`config.mk`:
```
export PLATFORM = sky130hd
export DESIGN_NAME = can_frame_writer
export DESIGN_NICKNAME = d
export VERILOG_FILES = /design/src/rtl/can_frame_writer.sv
export SDC_FILE = /design/constraint.sdc
export NUM_CORES = 1
export LEC_CHECK = 0
export ABC_AREA = 1
export BUFFER_PORTS_ARGS = -buffer_cell sky130_fd_sc_hd__buf_2
export CAP_MARGIN = 20
export CORE_MARGIN = 4
export CORE_UTILIZATION = 50
export DETAILED_ROUTE_END_ITERATION = 10
export PLACE_DENSITY = 0.84
export SETUP_SLACK_MARGIN = 0.2
export SYNTH_ARGS = -nofsm -noshare
export SYNTH_HDL_FRONTEND = slang
export SYNTH_SLANG_ARGS = --single-unit
```
`constraint.sdc`:
```
create_clock -name csi_clk -period 3.35 [get_ports csi_clk]
set_input_delay 0.1675 -clock csi_clk [delete_from_list [all_inputs] [get_ports csi_clk]]
set_output_delay 0.1675 -clock csi_clk [all_outputs]
set_load 0.1 [all_outputs]
```
`src/rtl/can_frame_writer.sv`:
```
// Avalon-MM master that writes one CAN 2.0A frame into a BasicCAN controller.
// Define CAN_FRAME_WRITER_TIMEOUT_EN to bound the status polling with MAX_POLLS.
module can_frame_writer #(
    parameter int MAX_POLLS = 255
) (
    input  logic        csi_clk,
    input  logic        rsi_reset_n,
    input  logic        frame_valid,
    output logic        frame_ready,
    input  logic [10:0] frame_id,
    input  logic        frame_rtr,
    input  logic [3:0]  frame_dlc,
    input  logic [63:0] frame_data,
    output logic [7:0]  avm_address,
    output logic        avm_chipselect,
    output logic        avm_write,
    output logic        avm_read,
    output logic [7:0]  avm_writedata,
    input  logic [7:0]  avm_readdata,
    input  logic        avm_waitrequest_n,
    output logic        busy,
    output logic        tx_done,
    output logic        tx_err
);

    typedef enum logic [2:0] {
        S_IDLE,
        S_POLL,
        S_POLL_GAP,
        S_LOAD,
        S_CMD,
        S_DONE
    } state_t;

    state_t      state;
    logic [10:0] id_q;
    logic        rtr_q;
    logic [3:0]  dlc_q;
    logic [63:0] data_q;
    logic [3:0]  idx;
    logic [3:0]  nbytes;
    logic [3:0]  last_idx;
    logic [2:0]  bsel;
    logic [7:0]  load_addr;
    logic [7:0]  load_byte;
    logic        ack;
    logic        unused_status;

    assign ack           = avm_chipselect & avm_waitrequest_n;
    assign unused_status = ^{avm_readdata[7:3], avm_readdata[1:0]};

    // idx 0 = identifier, 1 = control byte, 2.. = data bytes
    always_comb begin
        nbytes    = rtr_q ? 4'd0 : ((dlc_q > 4'd8) ? 4'd8 : dlc_q);
        last_idx  = nbytes + 4'd1;
        bsel      = 3'(idx - 4'd2);
        load_addr = 8'd10 + {4'd0, idx};
        load_byte = data_q[{bsel, 3'b000} +: 8];
        if (idx == 4'd0)
            load_byte = id_q[10:3];
        else if (idx == 4'd1)
            load_byte = {id_q[2:0], rtr_q, dlc_q};
    end

`ifdef CAN_FRAME_WRITER_TIMEOUT_EN
    logic [7:0] polls;
`else
    // Constant low for every legal MAX_POLLS.
    assign tx_err = (MAX_POLLS < 1);
`endif

    always_ff @(posedge csi_clk or negedge rsi_reset_n) begin
        if (!rsi_reset_n) begin
            state          <= S_IDLE;
            frame_ready    <= 1'b1;
            busy           <= 1'b0;
            avm_chipselect <= 1'b0;
            avm_read       <= 1'b0;
            avm_write      <= 1'b0;
            avm_address    <= 8'd0;
            avm_writedata  <= 8'd0;
            tx_done        <= 1'b0;
            id_q           <= 11'd0;
            rtr_q          <= 1'b0;
            dlc_q          <= 4'd0;
            data_q         <= 64'd0;
            idx            <= 4'd0;
`ifdef CAN_FRAME_WRITER_TIMEOUT_EN
            polls          <= 8'd0;
            tx_err         <= 1'b0;
`endif
        end else begin
            tx_done <= 1'b0;
`ifdef CAN_FRAME_WRITER_TIMEOUT_EN
            tx_err  <= 1'b0;
`endif
            unique case (state)
                S_IDLE: begin
                    if (frame_valid) begin
                        id_q           <= frame_id;
                        rtr_q          <= frame_rtr;
                        dlc_q          <= frame_dlc;
                        data_q         <= frame_data;
                        frame_ready    <= 1'b0;
                        busy           <= 1'b1;
                        avm_chipselect <= 1'b1;
                        avm_read       <= 1'b1;
                        avm_address    <= 8'd2;
                        state          <= S_POLL;
`ifdef CAN_FRAME_WRITER_TIMEOUT_EN
                        polls          <= 8'd0;
`endif
                    end
                end
                S_POLL: begin
                    if (ack) begin
                        avm_chipselect <= 1'b0;
                        avm_read       <= 1'b0;
                        if (avm_readdata[2]) begin
                            idx   <= 4'd0;
                            state <= S_LOAD;
                        end else begin
                            state <= S_POLL_GAP;
`ifdef CAN_FRAME_WRITER_TIMEOUT_EN
                            polls <= polls + 8'd1;
                            if (polls + 8'd1 == 8'(MAX_POLLS))
                                tx_err <= 1'b1;
`endif
                        end
                    end
                end
                S_POLL_GAP: begin
`ifdef CAN_FRAME_WRITER_TIMEOUT_EN
                    if (tx_err) begin
                        busy        <= 1'b0;
                        frame_ready <= 1'b1;
                        state       <= S_IDLE;
                    end else begin
                        avm_chipselect <= 1'b1;
                        avm_read       <= 1'b1;
                        avm_address    <= 8'd2;
                        state          <= S_POLL;
                    end
`else
                    avm_chipselect <= 1'b1;
                    avm_read       <= 1'b1;
                    avm_address    <= 8'd2;
                    state          <= S_POLL;
`endif
                end
                S_LOAD: begin
                    if (!avm_chipselect) begin
                        avm_chipselect <= 1'b1;
                        avm_write      <= 1'b1;
                        avm_address    <= load_addr;
                        avm_writedata  <= load_byte;
                    end else if (ack) begin
                        avm_chipselect <= 1'b0;
                        avm_write      <= 1'b0;
                        idx            <= idx + 4'd1;
                        if (idx == last_idx)
                            state <= S_CMD;
                    end
                end
                S_CMD: begin
                    if (!avm_chipselect) begin
                        avm_chipselect <= 1'b1;
                        avm_write      <= 1'b1;
                        avm_address    <= 8'd1;
                        avm_writedata  <= 8'h01;
                    end else if (ack) begin
                        avm_chipselect <= 1'b0;
                        avm_write      <= 1'b0;
                        tx_done        <= 1'b1;
                        state          <= S_DONE;
                    end
                end
                S_DONE: begin
                    busy        <= 1'b0;
                    frame_ready <= 1'b1;
                    state       <= S_IDLE;
                end
                default: state <= S_IDLE;
            endcase
        end
    end

endmodule

```
**Yosys cells after proc, flatten, opt, wreduce, memory -nomap -nowiden**

Index checks and enable logic that the tools add are counted.

- Div/mod/pow operators: 0
- Reductions and logical operators: 18
- Add/sub/neg operators: 4
- Multiplexer cells: 37
- Multiply operators: 0
- Bitwise logic cells: 1
- Equal/unequal tests: 18
- Order comparisons: 1
- Shift-type cells: 1

Operators with widths:

| operator | count |
|---|---|
| 64-bit by 7-bit indexed part select with 8-bit output | 1 |
| 8-bit 2-to-1 mux | 6 |
| 8-bit one-hot mux with 4 select lines | 1 |
| 4-bit 2-to-1 mux | 6 |
| 3-bit 2-to-1 mux | 7 |
| 2-bit inequality test, second input constant | 10 |
| 8-bit one-hot mux with 2 select lines | 1 |
| 3-bit one-hot mux with 5 select lines | 1 |
| 1-bit 2-to-1 mux | 10 |
| 3-bit AND reduction | 3 |
| 4-bit by 1-bit adder with 4-bit output, second input constant | 2 |
| 4-bit one-hot mux with 2 select lines | 1 |
| 4-bit nonzero test | 2 |
| 7-bit AND reduction | 1 |
| 3-bit by 2-bit == test with 1-bit output, second input constant | 2 |
| 3-bit == test, second input constant | 2 |
| 2-bit AND reduction | 3 |
| 2-bit nonzero test | 3 |
| 4-bit by 4-bit adder with 5-bit output, first input constant | 1 |
| 5-bit AND reduction | 1 |
| 4-bit by 1-bit == test with 1-bit output, second input constant | 1 |
| 4-bit == test | 1 |
| 4-bit greater-than comparator, second input constant | 1 |
| 4-bit zero test | 1 |
| other kinds (11) | 12 |

- Memories kept: 0
- Register bits after elaboration: 109
- Latch bits: 0
- Input port bits: 92
- Word-level logic and storage cells: 94
- ROM bits: 0
- Memory bits (writable): 0

**Logic depth before layout (Yosys ltp)**

Gate-level depths: netlist of the first run.

- Depth in word-level cells: 9
- Depth in mapped cells: 12
- Gate-level depth less buffers: 12

**Least setup slack after synthesis of the first run**

OpenSTA, ideal clock, no wires.

- Kind: register -> register
- Start point: reg avm_chipselect
- End point: reg state[0]
- Setup time: 117 ps
- Period minus slack after synthesis: 1,836 ps
- Data required time: 3,233 ps
- Cell stages (with the launch flop): 8
- Buffers on the path: 0
- Path slack: 1,514 ps
- Data arrival time: 1,719 ps
- Cell sequence: dfrtp_1 nand2_1 nand2_1 nand2_1 a21oi_1 nand2_1 nand2_1 nand2_1

- Cells in the longest elaborated chain, start to end: 3

Ends and longest elaborated chain:

| item | RTL line | text |
|---|---|---|
| from (decl) | 15 | `output logic avm_chipselect,` |
| from (signal assigned) | 77 | `avm_chipselect <= 1'b0;` |
| from (signal assigned) | 106 | `avm_chipselect <= 1'b1;` |
| from (signal assigned) | 117 | `avm_chipselect <= 1'b0;` |
| 1-bit bitwise AND | 49 | `assign ack = avm_chipselect & avm_waitrequest_n;` |
| 2-bit inequality test (no source line) | - |  |
| 7-bit AND reduction (no source line) (*) | - |  |
| to (signal assigned) | 74 | `state <= S_IDLE;` |
| to (signal assigned) | 109 | `state <= S_POLL;` |
| to (signal assigned) | 121 | `state <= S_LOAD;` |
| to (decl) | 35 | `state_t state;` |

Every way passes the cells marked *; elsewhere a longest branch is shown, timed or not.
A chain may end at the register's enable or synchronous reset.

**Final worst setup path of the first run**

- Start point: reg idx[2]
- End point: reg avm_writedata[0]

- Cells in the longest elaborated chain, start to end: 6

Ends and longest elaborated chain:

| item | RTL line | text |
|---|---|---|
| from (decl) | 40 | `logic [3:0] idx;` |
| from (signal assigned) | 160 | `idx <= idx + 4'd1;` |
| 3-bit by 2-bit subtractor with 3-bit output | 56 | `bsel = 3'(idx - 4'd2);` |
| 64-bit by 7-bit indexed part select with 8-bit output | 58 | `load_byte = data_q[{bsel, 3'b000} +: 8];` |
| 8-bit 2-to-1 mux | 61 | `else if (idx == 4'd1)` |
| 8-bit 2-to-1 mux (*) | 59 | `if (idx == 4'd0)` |
| 8-bit 2-to-1 mux (*) | 152 | `if (!avm_chipselect) begin` |
| 8-bit one-hot mux with 2 select lines (*) | 97 | `unique case (state)` |
| to (signal assigned) | 156 | `avm_writedata <= load_byte;` |
| to (decl) | 18 | `output logic [7:0] avm_writedata,` |

Every way passes the cells marked *; elsewhere a longest branch is shown, timed or not. The select of a mux whose other input is x is not followed.

==> metrics.csv, run 1 <==
stage,metric,value,unit
yosys,Yosys reg bits,106,
yosys,syn_area_per_cell,7.83,µm²
layout,"commonest non-fill, non-tap cell in the layout",nand2_1,
place,placed cell area,5730,µm²
critical_path,Critical Path AT,2.39,ns
clock_tree,Max Buffers Root-to-Sink,2,
die,Die Y,110,µm
yosys,Post-Syn Instances,661,
layout,fin util,64.8,%
sta,Fin Clk Skew,0.00794,ns
clock_tree,CTS Buf Count,9,
place,number of port buffers,103,
global_route,total grt overflow,0,
layout,most frequent cells in the layout,"nand2_1 (267), dfrtp_1 (104), buf_2 (102)",
power,peak supply drop,0.632,mV
layout,area delta synth->final,24.0,%
die,die footprint,12000,µm²
drt,number of DRC markers in iteration 0,506,
drt,vias per cell,5.19,
sta,worst-case headroom to the max-slew limit,53.8,%
drt,antenna violation net count after detailed routing,0,
critical_path,Crit Path Max Fanout,9,
drt,total iterations of the first detailed-routing run,5,
sta,total negative slack,0,ns
critical_path,CP Launch Type,flip-flop,
layout,Final Instance Area,6420,µm²
global_route,total track usage,24.2,%
die,IO Pins,115,
sta,Hold Fails Final Rpt,0,
yosys,sequential fraction of the synthesis area,51.2,%
global_route,largest net degree at the start of global routing,72,
yosys,Post-Syn Area,5180,µm²
die,# rows,36,
die,Placeable Area,9910,µm²
sta,Tcrit/Tclk final,63.8,%
drt,Remaining DRCs,0,
global_route,vias in the first global route,4668,
layout,# fillers,816,
clock_tree,Clock transition at path regs,0.09,ns
clock_tree,H-tree levels,3,
sta,worst slew pin tran,0.694,ns
die,Starting Density,52.3,%
power,power density cells,981,nW/µm²
layout,Final nets,891,
sta,Final Setup Violations,0,
sta,fin. max-slew vios,0,
hold_path,hold crit path type,primary input to flip-flop,
clock_tree,clk_lat worst skew,0.37,ns
flow_run,max_cap viols,0,
yosys,library cells used by synthesis,33,
sta,RSZ-0062 raised after global routing,false,
place,Final GP Congestion,0.887,
clock_tree,post-CTS resize count,0,
clock_tree,CTS tree,done,
place,post-DP HPWL,9280,µm
sta,FMAX,0.468,GHz
clock_tree,clk sinks,106,
die,Die Wd,110,µm
critical_path,CP Class,flip-flop to flip-flop,
power,LEAKAGE,3.39,nW
layout,layout cells sized above 1,17.5,%
global_route,first-pass GRT wire length,22400,µm
drt,via count,4843,
status,status,finished clean,
clock_tree,CTS root buf,clkbuf_8,
clock_tree,Post-CTS Setup Inserts,0,
sta,crit path time final,2.14,ns
critical_path,Worst Setup End Kind,flip-flop,
critical_path,CP Data Required Time,3.61,ns
yosys,number of synthesis warnings,0,
drt,final WL,13800,µm
global_route,initial antenna violation count,2,
drt,Wirelength per Cell,14.7,µm
## final cells by class
cell class	instances	area (µm²)	share of cell area, %
Inverter	56	210	3.27
Timing Repair Buffer	158	1060	16.6
Sequential cell	106	2660	41.3
Clock inverter	3	47.5	0.740
Tap cell	133	166	2.59
Multi-Input combinational cell	463	2110	32.9
Clock buffer	12	165	2.57
Antenna cell	2	5.00	0.0779
## metal layers
metal / global-route usage (%) / wire [µm] / up-vias
met5: 0 / 0 / -
met4: 11.3 / 410 / 0
met3: 4.99 / 1120 / 37
met2: 37.4 / 6500 / 245
met1: 32.8 / 5720 / 2225
li1: - / - / 2336
## critical path, cell delays in order (launching register included)
cell and delay [ns]:
dfrtp_1 0.50, ha_1 0.59, clkinv_1 0.43, nand3_1 0.20, nand3_1 0.12, nand3_1 0.11, a21oi_1 0.08
## cell usage after synthesis, drive strengths merged
cell    instances  area (µm²)
xnor2           2        17.5
a211oi          1        7.51
a31oi           3        18.8
o31ai           5        52.6
o21ai          59         295
ha              5        62.6
conb            1        3.75
nand2         269        1020
clkinv          1        3.75
xor2            4        35.0
o31a            1        8.76
o21a            1        7.51
o211ai         13        97.6
a21oi          22         114
dfstp           1        26.3
or2             1        6.26
buf            27         170
nand3b          1        7.51
clkbuf         12        45.0
dfrtp         105        2630
inv            55         206
nand3          40         218
nor2           32         128
## final timing paths
path                                    startpoint                      endpoint  slack, ns  cells after the start
max reg2reg                     idx[2]$_DFFE_PN0P_  avm_writedata[0]$_DFFE_PN0P_       1.21                      6
max                             idx[2]$_DFFE_PN0P_  avm_writedata[0]$_DFFE_PN0P_       1.21                      6
min reg2reg                frame_ready$_DFFE_PN1P_       frame_ready$_DFFE_PN1P_       0.47                      2
min in group asynchronous              rsi_reset_n         data_q[4]$_DFFE_PN0P_       0.38                      2
max in group asynchronous              rsi_reset_n           id_q[0]$_DFFE_PN0P_       2.10                      3
min                                 frame_data[25]        data_q[25]$_DFFE_PN0P_      0.009                      3
## power breakdown
| group | total [mW] | switching (mW) | leakage (nW) | internal (mW) |
|---|---|---|---|---|
| registers | 2.24 | 0.376 | 1.31 | 1.86 |
| logic | 3.23 | 2.32 | 1.97 | 0.918 |
| clock network | 0.828 | 0.422 | 0.109 | 0.406 |
## registers in the layout, summed over array words and instances, names as in the netlist, 3 cells and up
name / count
avm_address: 5
id_q: 11
avm_writedata: 8
dlc_q: 4
idx: 4
data_q: 64
state: 3
## logic make-up (layout without fill, tap and decap cells)
kind of cell               count (synthesis)  in the layout  synth area share, %
and+or+nand+nor                          343            343                 26.6
DFF                                      106            106                 51.2
AOI/OAI and AO/OA                        105            105                 11.6
buffers and inverters                     95            229                 8.21
xor gates and xnor gates                   6              6                 1.01
adders and majority gates                  5              5                 1.21
other                                      1              6               0.0724
## repair_timing
item	CTS	global route
setup endpoints to repair	0	0
endpoints found under the hold margin	99	0
hold buffers	48	0
## through the flow
step	setup slack (ns)	hold slack, ns	total power [mW]	std cells
after global routing	1.03	0.00356	6.77	933
after floorplan	1.51	-0.128	4.67	664
final	1.21	0.00889	6.30	933
after detailed placement	1.28	0.253	5.36	868
after CTS	1.24	0.00130	6.25	931
after global placement	1.29	0.243	5.25	868
(Power assumes the default switching activity.)
==> inputs of run 2 (changes only) <==
--- a/config.mk
+++ b/config.mk
@@ -5,7 +5,7 @@
 export SDC_FILE = /design/constraint.sdc
 export NUM_CORES = 1
 export LEC_CHECK = 0
-export ABC_AREA = 1
+export ABC_AREA = 0
 export BUFFER_PORTS_ARGS = -buffer_cell sky130_fd_sc_hd__buf_2
 export CAP_MARGIN = 20
 export CORE_MARGIN = 4
==> constraint.sdc (replaced) <==
create_clock -name csi_clk -period 2.2 [get_ports csi_clk]
set_input_delay 0.11 -clock csi_clk [delete_from_list [all_inputs] [get_ports csi_clk]]
set_output_delay 0.11 -clock csi_clk [all_outputs]
set_load 0.1 [all_outputs]
==> run 2 against run 1 <==
Compared with the run above:
- sequential share of layout area is 2.1 points lower
- fmax is 11% higher
- design area is 5.5% higher
- clock skew is 0.0068 ns higher
- first-iteration DRC count is 62% lower
- synthesized cell count is 37% lower
- hold slack better by 0.068 ns
- total power is 51% higher
==> metrics.csv, run 2 <==
stage,metric,value,unit,change
yosys,main flop type after synthesis,dfrtp_1,,
status,status,finished clean,,
die,# rows,36,,unchanged
yosys,Post-Syn Instances,417,,-37%
die,Die Wd,110,µm,-0.10%
global_route,total grt overflow,0,,unchanged
clock_tree,H-tree levels,3,,unchanged
power,Flop pwr share,37.0,%,+1.5 points
global_route,first-pass GRT wire length,20700,µm,-7.7%
yosys,sequential fraction of the synthesis area,51.4,%,+0.11 points
drt,via count,3917,,-19%
place,dpl cells,634,,-27%
critical_path,Critical Path Max Stage Delay,0.46,ns,-0.13 ns
drt,vias per cell,5.35,,+3.1%
power,Net Sw Frac,43.7,%,-5.7 points
layout,layout cells sized above 1,39.9,%,+22 points
sta,Final Setup Violations,0,,unchanged
hold_path,hold crit path type,primary input to flip-flop,,
hold_path,Min-Delay Path Depth,4,,+1
drt,total iterations of the first detailed-routing run,4,,-1
layout,Final nets,691,,-22%
critical_path,slowest cell on the critical path,dfrtp_2,,
clock_tree,Post-CTS Setup Inserts,0,,unchanged
power,peak supply drop,1.01,mV,+60%
die,die footprint,12000,µm²,-0.20%
yosys,Post-synth EDFFs,0,,unchanged
clock_tree,clk sinks,106,,unchanged
drt,Remaining DRCs,0,,unchanged
critical_path,Worst Setup End Kind,flip-flop,,
critical_path,Critical Path AT,2.22,ns,-0.17 ns
layout,Reg with most FFs,data_q,,
clock_tree,CTS Buf Count,9,,unchanged
sta,fin. max-slew vios,0,,unchanged
yosys,Yosys reg bits,106,,unchanged
drt,number of DRC markers in iteration 0,192,,-62%
sta,worst slew pin tran,0.585,ns,-0.108 ns
layout,# diodes,0,,-2
yosys,Synth Area in Simple Gates,6.15,%,-20 points
critical_path,CP Launch Type,flip-flop,,
clock_tree,Max Buffers Root-to-Sink,2,,unchanged
die,Placeable Area,9910,µm²,unchanged
yosys,leading cell types by count after synthesis,"dfrtp_1 (105), mux2_2 (90), o21ai_0 (25)",,
power,Design Power,9.54,mW,+51%
die,IO Pins,115,,unchanged
global_route,largest net degree at the start of global routing,82,,+14%
yosys,post-synthesis compound-gate area fraction,11.2,%,-0.43 points
die,Die Y,110,µm,-0.10%
yosys,Post-Syn Area,5170,µm²,-0.22%
yosys,xor/xnor share of the synthesized area,1.02,%,+0.0022 points
place,post-DP HPWL,8340,µm,-10%
critical_path,r2r setup slk,0.28,ns,-0.93 ns
sta,total negative slack,0,ns,unchanged
layout,max reg flops,64,,unchanged
drt,final WL,13300,µm,-3.2%
critical_path,RR Startpoint,idx[1]$_DFFE_PN0P_,,
clock_tree,CTS tree,done,,
sta,worst-case headroom to the max-slew limit,60.0,%,+6.2 points
place,Final GP Congestion,0.862,,-2.9%
critical_path,Reg-to-Reg End,avm_writedata[1]$_DFFE_PN0P_,,
clock_tree,Clock transition at path regs,0.10,ns,about the same
yosys,Adder-Cell Fraction of Synth Area,1.21,%,+0.0026 points
sta,FMAX,0.521,GHz,+11%
yosys,library cells used by synthesis,48,,+45%
hold_path,end of the worst hold path,avm_write$_DFFE_PN0P_,,
global_route,initial antenna violation count,0,,-2
layout,Largest regs,"data_q x64, id_q x11, avm_writedata x8",,
layout,area delta synth->final,31.1,%,
power,Int Power,5.37,mW,+68%
drt,Wirelength per Cell,18.2,µm,+23%
layout,final cell count without fillers,732,,-22%
clock_tree,clk_lat worst skew,0.37,ns,about the same
sta,Hold Fails Final Rpt,0,,unchanged
yosys,Synth area leaders,"dfrtp_1 (51%), mux2_2 (20%), mux2i_1 (3.1%), o21ai_0 (2.4%), buf_6 (2.0%)",,
sta,Tcrit/Tclk final,87.3,%,+23 points
power,Psw,4.17,mW,+34%
power,power density cells,1410,nW/µm²,+44%
place,number of port buffers,103,,unchanged
yosys,syn_area_per_cell,12.4,µm²,+58%
sta,RSZ-0062 raised after global routing,false,,
global_route,vias in the first global route,4180,,-10%
sta,Fin Clk Skew,0.0147,ns,+0.00677 ns
clock_tree,CTS root buf,clkbuf_8,,
layout,most frequent cells in the layout,"dfrtp_1 (102), buf_2 (102), mux2_2 (90)",,
global_route,total track usage,22.7,%,-1.5 points
yosys,largest family of logic cells by synthesized area,multiplexers,,
yosys,"FFs w/ async S/R, synth",100,%,unchanged
yosys,post-synthesis mux area share,23.7,%,+24 points
flow_run,max_cap viols,0,,unchanged
yosys,post-synth top area share,50.8,%,+0.11 points
critical_path,reg2reg path depth,6,,unchanged
yosys,leading area contributor after synthesis,dfrtp_1,,
drt,antenna violation net count after detailed routing,0,,unchanged
critical_path,CP Data Required Time,2.50,ns,-1.11 ns
sta,crit path time final,1.92,ns,-0.217 ns
power,LEAKAGE,2.97,nW,-12%
critical_path,crit-path cells,buf_12 > inv_1 > ha_1 > and2_1 > o32a_1 > o21ai_2,,
critical_path,CP Class,flip-flop to flip-flop,,
power,Logic pwr share,51.3,%,about the same
die,Starting Density,52.1,%,-0.11 points
critical_path,Crit Path Max Fanout,22,,+13
layout,fin util,68.4,%,+3.5 points
hold_path,worst hold start,avm_waitrequest_n,,
power,Clk pwr share,11.7,%,-1.4 points
yosys,number of synthesis warnings,0,,unchanged
yosys,"count leader, synth",dfrtp_1,,
run 2: worst max path at each step:
stage,from,endpoint,slack (ns),depth (start not counted)
2_1_floorplan,idx[1]$_DFFE_PN0P_,avm_writedata[1]$_DFFE_PN0P_,0.23,10
3_3_place_gp,idx[2]$_DFFE_PN0P_,avm_writedata[6]$_DFFE_PN0P_,0.18,5
3_5_place_dp,idx[2]$_DFFE_PN0P_,avm_writedata[6]$_DFFE_PN0P_,0.15,5
4_1_cts,idx[2]$_DFFE_PN0P_,avm_writedata[1]$_DFFE_PN0P_,0.22,6
5_1_grt,idx[1]$_DFFE_PN0P_,avm_writedata[1]$_DFFE_PN0P_,0.19,6
6_report,idx[1]$_DFFE_PN0P_,avm_writedata[1]$_DFFE_PN0P_,0.28,6
run 2: kinds of logic (layout without fill, tap and decap cells):
group                      count (synthesis)  in the layout
AOI/OAI and AO/OA                         86             86
xor gates and xnor gates                   6              6
adders and majority gates                  5              5
buffers and inverters                     39            218
DFF                                      106            106
muxes                                    108            108
other                                      1              4
and+or+nand+nor                           66             66
run 2: routing by layer:
metal | GRT usage, % | vias to the layer above | part of all wire [%]
li1 | - | 1850 | -
met1 | 26.5 | 1894 | 38
met2 | 40.7 | 141 | 53
met3 | 5.40 | 32 | 5.2
met4 | 8.01 | 0 | 2.9
met5 | 0 | - | 0
run 2: through the flow:
stage / instance area [µm²] / setup WS, ns / hold WS [ns]
after CTS: 6720 / 0.221 / 0.00677
after floorplan: 5180 / 0.233 / -0.186
final: 6770 / 0.280 / 0.0772
after detailed placement: 5730 / 0.149 / 0.136
after global placement: 5730 / 0.181 / 0.129
after global routing: 6770 / 0.193 / 0.0962
run 2: repair_timing:
action / 4_1_cts / 5_1_grt
hold buffers: 80 / 1
cloned: 0 / 1
setup endpoints to repair: 7 / 13
hold endpoints to repair: 118 / 1
resized for setup: 2 / 8
run 2: power groups by stage:
| stage | clock, mW | sequential, mW | combinational, mW |
|---|---|---|---|
| CTS | 1.14 | 3.49 | 4.78 |
| detailed placement | 0 | 3.53 | 4.65 |
| finish | 1.11 | 3.53 | 4.89 |
| global route | 1.23 | 3.65 | 5.25 |
| global placement | 0 | 3.47 | 4.54 |
| floorplan | 0 | 4.27 | 2.88 |
run 2: critical path, delay by kind of cell, from the launching register on:
kind            cells  cell delay [ns]
simple gates        1             0.27
fa+ha+maj           1             0.30
buf+inv             2             0.29
compound gates      2             0.52
flops               1             0.46
run 2: cell type report:
| class | count | area [µm²] |
|---|---|---|
| clock buffers | 10 | 128 |
| clock inverters | 6 | 50.0 |
| fillers | 723 | 3140 |
| inverters | 8 | 30.0 |
| multi-input cells | 275 | 2280 |
| flip-flops and latches | 106 | 2660 |
| well taps | 133 | 166 |
| repair buffers | 194 | 1460 |
